**src/rtl/dac_spi_pkg.sv**
```systemverilog
// Frame layout and receiver state encoding for the DAC serial link.
// Shared by the transmitter and the receiver so both ends agree on bit positions.
package dac_spi_pkg;

  localparam int FRAME_BITS = 16;
  localparam int DATA_BITS  = 10;

  localparam int CFG_MSB  = 15;
  localparam int CFG_LSB  = 12;
  localparam int DATA_MSB = 11;
  localparam int DATA_LSB = 2;

  localparam logic [3:0] CFG_RESET = 4'b0011;

  typedef enum logic {
    IDLE  = 1'b0,
    SHIFT = 1'b1
  } rx_state_e;

endpackage

```
**src/rtl/sync_edge.sv**
```systemverilog
// Two-flop synchronizer with an extra flop for edge detection.
// The rise/fall strobes are registered and are one cycle wide.
module sync_edge #(
  parameter logic RST_VAL = 1'b1
) (
  input  logic sysclk,
  input  logic reset,
  input  logic din,
  output logic level,
  output logic rise,
  output logic fall
);

  logic meta_r;
  logic sync_r;
  logic edge_r;
  logic rise_r;
  logic fall_r;

  // synchronizer chain, edge-detect flop and registered edge strobes
  always_ff @(posedge sysclk) begin
    if (reset) begin
      meta_r <= RST_VAL;
      sync_r <= RST_VAL;
      edge_r <= RST_VAL;
      rise_r <= 1'b0;
      fall_r <= 1'b0;
    end else begin
      meta_r <= din;
      sync_r <= meta_r;
      edge_r <= sync_r;
      rise_r <= sync_r & ~edge_r;
      fall_r <= ~sync_r & edge_r;
    end
  end

  assign level = sync_r;
  assign rise  = rise_r;
  assign fall  = fall_r;

endmodule

```
**src/rtl/spi2dac_rx.sv**
```systemverilog
// Oversampled SPI responder that recovers the sample and config fields of a DAC frame.
// All serial inputs are sampled by sysclk; nothing is clocked by dac_sck.
module spi2dac_rx #(
  parameter int FRAME_BITS = dac_spi_pkg::FRAME_BITS,
  parameter int DATA_BITS  = dac_spi_pkg::DATA_BITS
) (
  input  logic                 sysclk,
  input  logic                 reset,
  input  logic                 dac_cs,
  input  logic                 dac_sck,
  input  logic                 dac_sdi,
  output logic [DATA_BITS-1:0] data_out,
  output logic [3:0]           config_out,
  output logic                 shdn,
  output logic                 data_valid,
  output logic                 frame_error
);

  import dac_spi_pkg::*;

  localparam int             CNT_W    = $clog2(FRAME_BITS + 2);
  localparam logic [CNT_W-1:0] CNT_GOOD = CNT_W'(FRAME_BITS);
  localparam logic [CNT_W-1:0] CNT_MAX  = CNT_W'(FRAME_BITS + 1);
  localparam logic [CNT_W-1:0] CNT_ONE  = CNT_W'(1);

  logic cs_level_s, cs_rise_s, cs_fall_s;
  logic sck_level_s, sck_rise_s, sck_fall_s;
  logic sck_unused_s;
  logic sdi_meta_r, sdi_sync_r;
  logic [1:0] flush_cnt_r;
  logic armed_r;

  rx_state_e             state_r, state_n;
  logic [FRAME_BITS-1:0] sr_r, sr_n;
  logic [CNT_W-1:0]      cnt_r, cnt_n;
  logic                  good_r, good_n;
  logic                  bad_r, bad_n;

  sync_edge #(.RST_VAL(1'b1)) u_cs_sync (
    .sysclk (sysclk),
    .reset  (reset),
    .din    (dac_cs),
    .level  (cs_level_s),
    .rise   (cs_rise_s),
    .fall   (cs_fall_s)
  );

  sync_edge #(.RST_VAL(1'b1)) u_sck_sync (
    .sysclk (sysclk),
    .reset  (reset),
    .din    (dac_sck),
    .level  (sck_level_s),
    .rise   (sck_rise_s),
    .fall   (sck_fall_s)
  );

  // SCK level and falling edges play no part in framing
  assign sck_unused_s = sck_level_s ^ sck_fall_s;

  // data line needs no edge detection, only synchronization
  always_ff @(posedge sysclk) begin
    if (reset) begin
      sdi_meta_r <= 1'b1;
      sdi_sync_r <= 1'b1;
    end else begin
      sdi_meta_r <= dac_sdi;
      sdi_sync_r <= sdi_meta_r;
    end
  end

  // arm frame entry only once the CS synchronizer holds post-reset samples showing CS high,
  // so a CS already low at reset release cannot fake a falling edge
  always_ff @(posedge sysclk) begin
    if (reset) begin
      flush_cnt_r <= 2'd0;
      armed_r     <= 1'b0;
    end else begin
      if (flush_cnt_r != 2'd3) begin
        flush_cnt_r <= flush_cnt_r + 2'd1;
      end
      if ((flush_cnt_r == 2'd3) && cs_level_s) begin
        armed_r <= 1'b1;
      end
    end
  end

  // frame FSM state, shift register, bit counter and end-of-frame verdict
  always_ff @(posedge sysclk) begin
    if (reset) begin
      state_r <= IDLE;
      sr_r    <= {FRAME_BITS{1'b0}};
      cnt_r   <= {CNT_W{1'b0}};
      good_r  <= 1'b0;
      bad_r   <= 1'b0;
    end else begin
      state_r <= state_n;
      sr_r    <= sr_n;
      cnt_r   <= cnt_n;
      good_r  <= good_n;
      bad_r   <= bad_n;
    end
  end

  // next-state logic; a CS rise takes priority over a coincident SCK rise
  always_comb begin
    state_n = state_r;
    sr_n    = sr_r;
    cnt_n   = cnt_r;
    good_n  = 1'b0;
    bad_n   = 1'b0;
    case (state_r)
      IDLE: begin
        if (cs_fall_s && armed_r) begin
          state_n = SHIFT;
          sr_n    = {FRAME_BITS{1'b0}};
          cnt_n   = {CNT_W{1'b0}};
        end else begin
          state_n = IDLE;
        end
      end
      SHIFT: begin
        if (cs_rise_s) begin
          state_n = IDLE;
          if (cnt_r == CNT_GOOD) begin
            good_n = 1'b1;
          end else begin
            bad_n = 1'b1;
          end
        end else if (sck_rise_s) begin
          sr_n = {sr_r[FRAME_BITS-2:0], sdi_sync_r};
          if (cnt_r != CNT_MAX) begin
            cnt_n = cnt_r + CNT_ONE;
          end else begin
            cnt_n = cnt_r;
          end
        end else begin
          state_n = SHIFT;
        end
      end
      default: begin
        state_n = IDLE;
      end
    endcase
  end

  // held outputs and strobes; the shift register is stable here because
  // a new frame cannot start within three cycles of a CS rise
  always_ff @(posedge sysclk) begin
    if (reset) begin
      data_out    <= {DATA_BITS{1'b0}};
      config_out  <= CFG_RESET;
      shdn        <= 1'b0;
      data_valid  <= 1'b0;
      frame_error <= 1'b0;
    end else begin
      data_valid  <= good_r;
      frame_error <= bad_r;
      if (good_r) begin
        data_out   <= sr_r[DATA_LSB +: DATA_BITS];
        config_out <= sr_r[CFG_LSB +: 4];
        shdn       <= ~sr_r[CFG_LSB];
      end
    end
  end

endmodule
```
**config.mk**
```make
export PLATFORM = sky130hd
export DESIGN_NAME = spi2dac_rx
export DESIGN_NICKNAME = d
export VERILOG_FILES = /design/src/rtl/dac_spi_pkg.sv /design/src/rtl/sync_edge.sv /design/src/rtl/spi2dac_rx.sv
export SDC_FILE = /design/constraint.sdc
export NUM_CORES = 1
export LEC_CHECK = 0
export ABC_AREA = 1
export CORE_MARGIN = 1
export CORE_UTILIZATION = 54
export DETAILED_ROUTE_END_ITERATION = 8
export PLACE_DENSITY = 0.77
export SLEW_MARGIN = 0
export SYNTH_ARGS = -nofsm -noshare
export SYNTH_HDL_FRONTEND = slang
export SYNTH_SLANG_ARGS = --single-unit
export TNS_END_PERCENT = 20
```
**constraint.sdc**
```tcl
create_clock -name sysclk -period 1.25 [get_ports sysclk]
set_input_delay 0.25 -clock sysclk [delete_from_list [all_inputs] [get_ports sysclk]]
set_output_delay 0.25 -clock sysclk [all_outputs]
set_load 0.01 [all_outputs]
```
# Yosys cells after proc, flatten, opt, wreduce, memory -nomap -nowiden
# Cells that the tools add are included.
# word_totals
elab_cells	61
input_bits	5
out_inout_bits	17
ff_bits	55
# op_classes
n_mux	14
reduce_logical	5
addsub	2
eq_ne	8
bitwise	9
# op_table
cell	n
$mux W16	3
$pmux W16 S2	1
$mux W5	4
$pmux W5 S2	1
$ne A2 B2 Y1 const B	3
$not A1 Y1	6
$add A5 B1 Y5 const B	1
$eq A5 B5 Y1 const B	1
$ne A5 B5 Y1 const B	1
$mux W1	4
$ne A2 B1 Y1 const B	2
$reduce_and A4 Y1	1
$and A1 B1 Y1	3
$reduce_and A3 Y1	1
$reduce_or A3 Y1	1
$add A2 B1 Y2 const B	1
$eq A2 B2 Y1 const B	1
$logic_and A1 B1 Y1	2
$pmux W1 S2	1

# Logic depth before layout (Yosys ltp)
# Gate-level depths: netlist of the first run.
# depth
word_depth	5
depth_mapped	9
ltp_nobuf	9

# By module
# From an unflattened synthesis of the first run, not the netlist that was laid out.
# unflattened
hier_cells	250
area_unflattened_um2	2125.8
# by_module_without_submodules
module	cells_each	seq_area_each_um2	n_inst	area_each_um2
spi2dac_rx	222	920.9	1	1848.0
sync_edge	14	100.1	2	138.9

# Worst setup path after synthesis of the first run
# OpenSTA, ideal clock, no wires.
# synth_path
path_type	register to register
startpoint	register cnt_r[1]
endpoint	register cnt_r[3]
n_path_buf	0
setup_ns	0.113
stages_incl_launch_ff	9
arrival_time_ns	1.003
t_required_ns	1.137
period_less_slack_ns	1.116
setup_slack_ns	0.134
cell_sequence	dfxtp_1 inv_1 ha_1 nand2_1 inv_1 nand3_1 nand2_1 nor2_1 nor2_1
# synth_between
elab_chain_len	5
elab_cells_between_ends	8
classes_between	add/sub: 1; eq/ne: 2; mux: 4; reduce/logical: 1
# synth_rtl
element	line_no	source
start: declaration	spi2dac_rx.sv:35	logic [CNT_W-1:0] cnt_r, cnt_n;
start signal: assignment	spi2dac_rx.sv:92	cnt_r <= {CNT_W{1'b0}};
start signal: assignment	spi2dac_rx.sv:98	cnt_r <= cnt_n;
$add A5 B1 Y5	spi2dac_rx.sv:132	cnt_n = cnt_r + CNT_ONE;
$mux W5	spi2dac_rx.sv:131	if (cnt_r != CNT_MAX) begin
$mux W5	spi2dac_rx.sv:129	end else if (sck_rise_s) begin
$mux W5	spi2dac_rx.sv:122	if (cs_rise_s) begin
$pmux W5 S2	spi2dac_rx.sv:111	case (state_r)
# Several ways; a longest one is shown, not always the timed one. The select of a mux whose other input is x is not followed.
# A chain may end at the register's enable or synchronous reset.

# Worst setup path after layout of the first run
# layout_path
startpoint	register state_r
endpoint	register sr_r[5]
# layout_between
elab_chain_len	3
elab_cells_between_ends	6
classes_between	eq/ne: 3; mux: 1; bitwise: 1; reduce/logical: 1
# layout_rtl
element	line_no	source
start: declaration	spi2dac_rx.sv:33	rx_state_e state_r, state_n;
start signal: assignment	spi2dac_rx.sv:96	state_r <= state_n;
$not A1 Y1 (no source line)	--	
$ne A2 B2 Y1 (no source line)	--	
$reduce_and A3 Y1 (no source line)	--	
end signal: assignment	spi2dac_rx.sv:91	sr_r <= {FRAME_BITS{1'b0}};
end signal: assignment	spi2dac_rx.sv:97	sr_r <= sr_n;
end: declaration	spi2dac_rx.sv:34	logic [FRAME_BITS-1:0] sr_r, sr_n;
# Several ways; a longest one is shown, not always the timed one.

==> results of run 1 <==
[path summary, 6_finish.rpt]
path | startpoint | endpoint | slack [ns] | cells after the start
hold / removal | u_sck_sync.edge_r | u_sck_sync.rise | 0.39 | 1
hold reg to reg | u_sck_sync.edge_r | u_sck_sync.rise | 0.39 | 1
setup reg to reg | state_r | sr_r[5] | 0.05 | 7
setup / recovery | state_r | sr_r[5] | 0.05 | 7
[flip-flops by register name (all words and copies together), names as in the netlist, 2 cells and up]
| signal | flops |
|---|---|
| cnt_r | 5 |
| config_out | 4 |
| data_out | 10 |
| flush_cnt_r | 2 |
| sr_r | 16 |
[power by group through the flow]
stage / registers (mW) / logic, mW / clock network, mW
detailed placement: 1.85 / 0.195 / 0
finish: 1.81 / 0.197 / 0.979
global placement: 1.85 / 0.188 / 0
CTS: 1.81 / 0.196 / 1.01
global route: 1.82 / 0.218 / 1.09
floorplan: 1.85 / 0.110 / 0
[metrics by stage]
stage | total power [mW] | util
2_1_floorplan | 1.96 | -
3_3_place_gp | 2.04 | 0.698
3_5_place_dp | 2.05 | 0.698
4_1_cts | 3.02 | 0.718
5_1_grt | 3.13 | 0.728
6_report | 2.99 | 0.728
[kinds of logic after synthesis]
group | count (synthesis) | synth area share
AND/OR/NAND/NOR | 123 | 0.269
flip-flops | 55 | 0.550
AO/OA/AOI/OAI | 37 | 0.0937
buffers and inverters | 30 | 0.0631
adder cells (fa/ha/maj) | 4 | 0.0250
[worst register-to-register path, stage by stage (launching register included)]
cell	delay, ns
dfxtp_2	0.40
inv_2	0.05
nand2_1	0.11
inv_2	0.08
nor2_8	0.11
buf_12	0.15
nand3_1	0.09
a21oi_1	0.14
[area by class of cell]
class	count	area, µm²
multi-input cells	164	805
repair buffers	39	374
inverters	19	71.3
flip-flops and latches	55	1110
well taps	46	57.6
clock inverters	3	23.8
fillers	256	935
clock buffers	5	68.8
[synthesized netlist by cell type (all sizes together)]
cell type,count
dfxtp,55
nand2,44
nor2,44
nand3,25
a21oi,21
inv,19
o21ai,15
clkbuf,6
or2,6
buf,5
ha,4
nor3,3
nand4,1
o21a,1
[repair_timing]
action / CTS / global route
pin swaps: 0 / 1
resized for setup: 17 / 11
endpoints found under the hold margin: 0 / 0
hold buffers: 0 / 0
setup endpoints to repair: 17 / 20
gates cloned: 0 / 0
[layer usage]
layer,share of wire,GRT usage
met4,0.018,0.0872
met1,0.46,0.268
met2,0.47,0.348
met3,0.046,0.0675
met5,0,0
==> out/results.ini, run 1 <==
[synth]
synth.cell_area_um2=2000
syn_avg_cell_area_um2=8.04
synth_cells=249
ys_ff_latch=55
ys_warn_count=0
synth.largest_area_cell=dfxtp_1
yosys-top-cells-area=dfxtp_1, nand2_1, nor2_1
synthesis.nets=258
yosysSeqAreaShare=0.550
yosys.cell_types.count=21
synth_top_area_frac=0.550

[floorplan]
die_h_um=62.9
die_x_um=62.9
ios=22
rows=21
start_util=0.582
die-area_um2=3960
core_area_um2=3440

[detailed_routing]
ant_nets=0
vias=1669
drt_wl_total_um=3810
post-route-drc-count=0
wire_per_inst_um=11.5
post_drt_via_cell_ratio=5.04
drt-pass1-iter-count=4
drtIter0Drc=119

[placement]
placed_area_um2=2400
numPortBuffers=21
routabilityCongestion=0.773
hpwl_um=2600
place_ws_ns=-0.0557
placed_cells=323

[power_and_ir_drop]
vdd_drop_max_mv=1.27
swShare=0.235
p_sw_mw=0.701
internal-power_mw=2.29
power_density_nw_per_um2=1190
combinationalPowerShare=0.066
power.share.sequential=0.607
leakage_nw=1.15
power.share.clock=0.328

[sta]
max_slew_margin=0.705
holdWs_ns=0.390
setup_tns_ns=0
rsz0062_at_grt=yes
hold_viol_final=0
setup_ws_ns=0.0550
max_freq_mhz=837
skew_ns=0.00882
tightest_slew_ns=0.441
min_period_over_period=0.956
period_needed_ns=1.20
finalSetupViolCount=0
drv_slew=0

[clock_network]
cts_buffers=5
cts_tree=done
clockBufferDepth=2
cts.sinks=55
clock-root-buffer=clkbuf_8
cts.clk_slew.worst_paths_ns=0.10
post_cts_buffers=0
insertion_delay_ns=0.31
h-tree-depth=2

[critical_path]
slowest_stage=dfxtp_2
worst_path_most_repeated_cell=inv_2
max_stage_delay_ns=0.40
critical_path_buf_inv_count=3
path_cells=inv_2 -> nand2_1 -> inv_2 -> nor2_8 -> buf_12 -> nand3_1 -> a21oi_1
path_max_fanout=16
worstPathRequired_ns=1.50
critPathLaunchType=register
crit_type=register to register
cp.arrival_ns=1.44
end_kind=register
crit_family=flip-flops

[global_route]
grt_pass1_vias=1553
grt_max_degree=19
grt_overflow=0
grt_usage=0.217
grt_pass1_wl_um=6690
antenna_found_initial=0

[cells_and_area]
instances_no_fill=331
fin_nets=293
diodes=0
syn2layout_area_growth_pct=25.2
final_cell_mix=dfxtp_1, nor2_1, nand2_1
drive_gt1_frac=0.161
finish.instance_area_um2=2510
final_common_cell=dfxtp_1

[worst_hold_path]
hold_path.class=register to register

[run_status]
outcome=finished clean

[job]
cap_violations=0

No activity file was read; power rests on OpenSTA's default activity.
==> run 2, diff against run 1 <==
Settings changed: ABC_CLOCK_PERIOD_IN_PS set to 1250, CORE_ASPECT_RATIO set to 0.6, SKIP_LAST_GASP set to 1.
==> run 2 against run 1 <==
The run now ends with negative setup slack left. Die area increased by 0.20%. Largest power group unchanged. Clock power is essentially flat. Worst setup slack got worse by 0.24 ns.
==> out/results.ini, run 2 (synthesis gave the netlist of run 1 again) <==
[global_route]
grt_pass1_vias=1527  ; -1.7%
antenna_found_initial=0  ; unchanged
grt_pass1_wl_um=6870  ; +2.7%
grt_max_degree=24  ; +5
grt_usage=0.230  ; +0.0128
grt_overflow=0  ; unchanged

[sta]
finalSetupViolCount=8  ; +8
max_freq_mhz=697  ; -17%
period_needed_ns=1.43  ; +0.239 ns
max_slew_margin=0.678  ; -0.0276
setup_ws_ns=-0.184  ; -0.239 ns
rsz0062_at_grt=yes
hold_viol_final=0  ; unchanged
setup_tns_ns=-1.17  ; -1.17 ns
min_period_over_period=1.15  ; +0.191
tightest_slew_ns=0.483  ; +0.0414 ns
skew_ns=0.00943  ; +0.000614 ns
drv_slew=0  ; unchanged

[cells_and_area]
syn2layout_area_growth_pct=23.7
largest_register=sr_r
fin_nets=289  ; -1.4%
final_cell_mix=dfxtp_1, nand2_1, nor2_1
final_common_cell=dfxtp_1
drive_gt1_frac=0.114  ; -0.0475
largest_register_ffs=16  ; unchanged
reg_top3=sr_r (16), data_out (10), cnt_r (5)
diodes=0  ; unchanged

[clock_network]
cts_tree=done
cts_buffers=5  ; unchanged
clock-root-buffer=clkbuf_8
cts.clk_slew.worst_paths_ns=0.10  ; about the same
holdBufCountCts=0  ; unchanged
cts.sinks=55  ; unchanged
insertion_delay_ns=0.30  ; about the same
clockBufferDepth=2  ; unchanged
h-tree-depth=2  ; unchanged

[placement]
routabilityCongestion=0.811  ; +4.9%
hpwl_um=2620  ; +0.50%
numPortBuffers=21  ; unchanged

[critical_path]
path_cells=clkdlybuf4s50_1
critPathLaunchType=register
slowest_stage=clkdlybuf4s50_1
crit_type=register to primary output
end_kind=primary output
path_max_fanout=2  ; -14
crit_family=buffers and inverters
crit_path_start=data_out[7]
critical_path_buf_inv_count=1  ; -2
cp.arrival_ns=1.18  ; -0.26 ns
max_stage_delay_ns=0.55  ; +0.15 ns
worstPathRequired_ns=1.00  ; -0.50 ns
timing.rr.start=state_r

[run_status]
violations=negative setup slack
outcome=complete, but fails checks

[detailed_routing]
vias=1631  ; -2.3%
wire_per_inst_um=12.0  ; +4.0%
ant_nets=0  ; unchanged
drt_wl_total_um=3910  ; +2.4%
post_drt_via_cell_ratio=5.00  ; -0.78%
post-route-drc-count=0  ; unchanged
drtIter0Drc=130  ; +9.2%
drt-pass1-iter-count=4  ; unchanged

[power_and_ir_drop]
power_density_nw_per_um2=1210  ; +1.8%
leakage_nw=1.19  ; +4.0%
vdd_drop_max_mv=0.969  ; -23%
total_power_mw=3.01  ; +0.62%

[floorplan]
die_h_um=49.2  ; -22%
core_area_um2=3400  ; -1.1%
ios=22  ; unchanged
die-area_um2=3960  ; +0.20%
rows=16  ; -24%
die_x_um=80.6  ; +28%
start_util=0.589  ; +0.00663

[worst_hold_path]
min-delay-start=u_sck_sync.edge_r
hold_path.class=register to register

[job]
cap_violations=0  ; unchanged

==> run 2: changes by cell type in the layout (fill, tap and decap cells not counted), sizes merged <==
cell           change
dlygate4sd2       -14
clkdlybuf4s50      +7
dlymetal6s2s       +7
buf                -4
clkbuf             +2
clkinvlp           -1
inv                -1
==> run 2: worst register-to-register path: stages (launching register included) <==
cell and delay, ns:
dfxtp_1 0.46, inv_2 0.06, nand2_1 0.11, inv_2 0.08, nor2_8 0.12, buf_4 0.15
nand3_1 0.08, a21oi_1 0.14
==> run 2: worst paths after layout <==
check / to / slack, ns / cells after the start
worst max-delay path: data_out[7] / -0.18 / 1
worst min register to register: u_sck_sync.rise / 0.41 / 1
worst max register to register: sr_r[7] / -0.02 / 7
worst min-delay path: u_sck_sync.rise / 0.41 / 1
==> run 2: where the power goes <==
| group | internal [mW] | total, mW | switching [mW] |
|---|---|---|---|
| Sequential | 1.79 | 1.81 | 0.0208 |
| Combinational | 0.0853 | 0.186 | 0.101 |
| Clock | 0.455 | 1.01 | 0.555 |
| Total | 2.33 | 3.01 | 0.676 |
==> run 2: final cells by class <==
class / instances / area, µm²
clock buffers: 7 / 86.3
clock inverters: 1 / 8.76
fillers: 284 / 925
inverters: 19 / 71.3
multi-input cells: 164 / 776
flip-flops and latches: 55 / 1100
well taps: 45 / 56.3
repair buffers: 35 / 379
==> run 2: layer usage <==
metal  track usage  vias to the layer above  share of wire
met5             0                        -              0
met4        0.0714                        0         0.0044
met3        0.0561                        2          0.054
met2         0.347                       37           0.42
met1         0.323                      737           0.52
li1              -                      855              -
==> run 2: stage by stage <==
| stage | hold WS (ns) | setup slack, ns | instance area, µm² | std cells | util |
|---|---|---|---|---|---|
| after CTS | 0.412 | -0.192 | 2460 | 326 | 0.723 |
| after floorplan | 0.354 | 0.134 | 2000 | 249 | - |
| final | 0.409 | -0.184 | 2480 | 326 | 0.728 |
| after global placement | 0.375 | -0.0216 | 2370 | 318 | 0.696 |
| after global routing | 0.423 | -0.210 | 2480 | 326 | 0.728 |
| after detailed placement | 0.393 | -0.0801 | 2370 | 318 | 0.696 |
==> run 2: timing repair <==
action                                  4_1_cts  5_1_grt
setup buffers                                 0        0
endpoints found under the setup margin       18       35
resized for setup                             3        7
==> run 3, diff against run 2 <==
Settings changed: CORE_MARGIN 1 to unset.
==> results of run 3 <==
No change in the layout: final DEF, timing and power equal those of run 2.
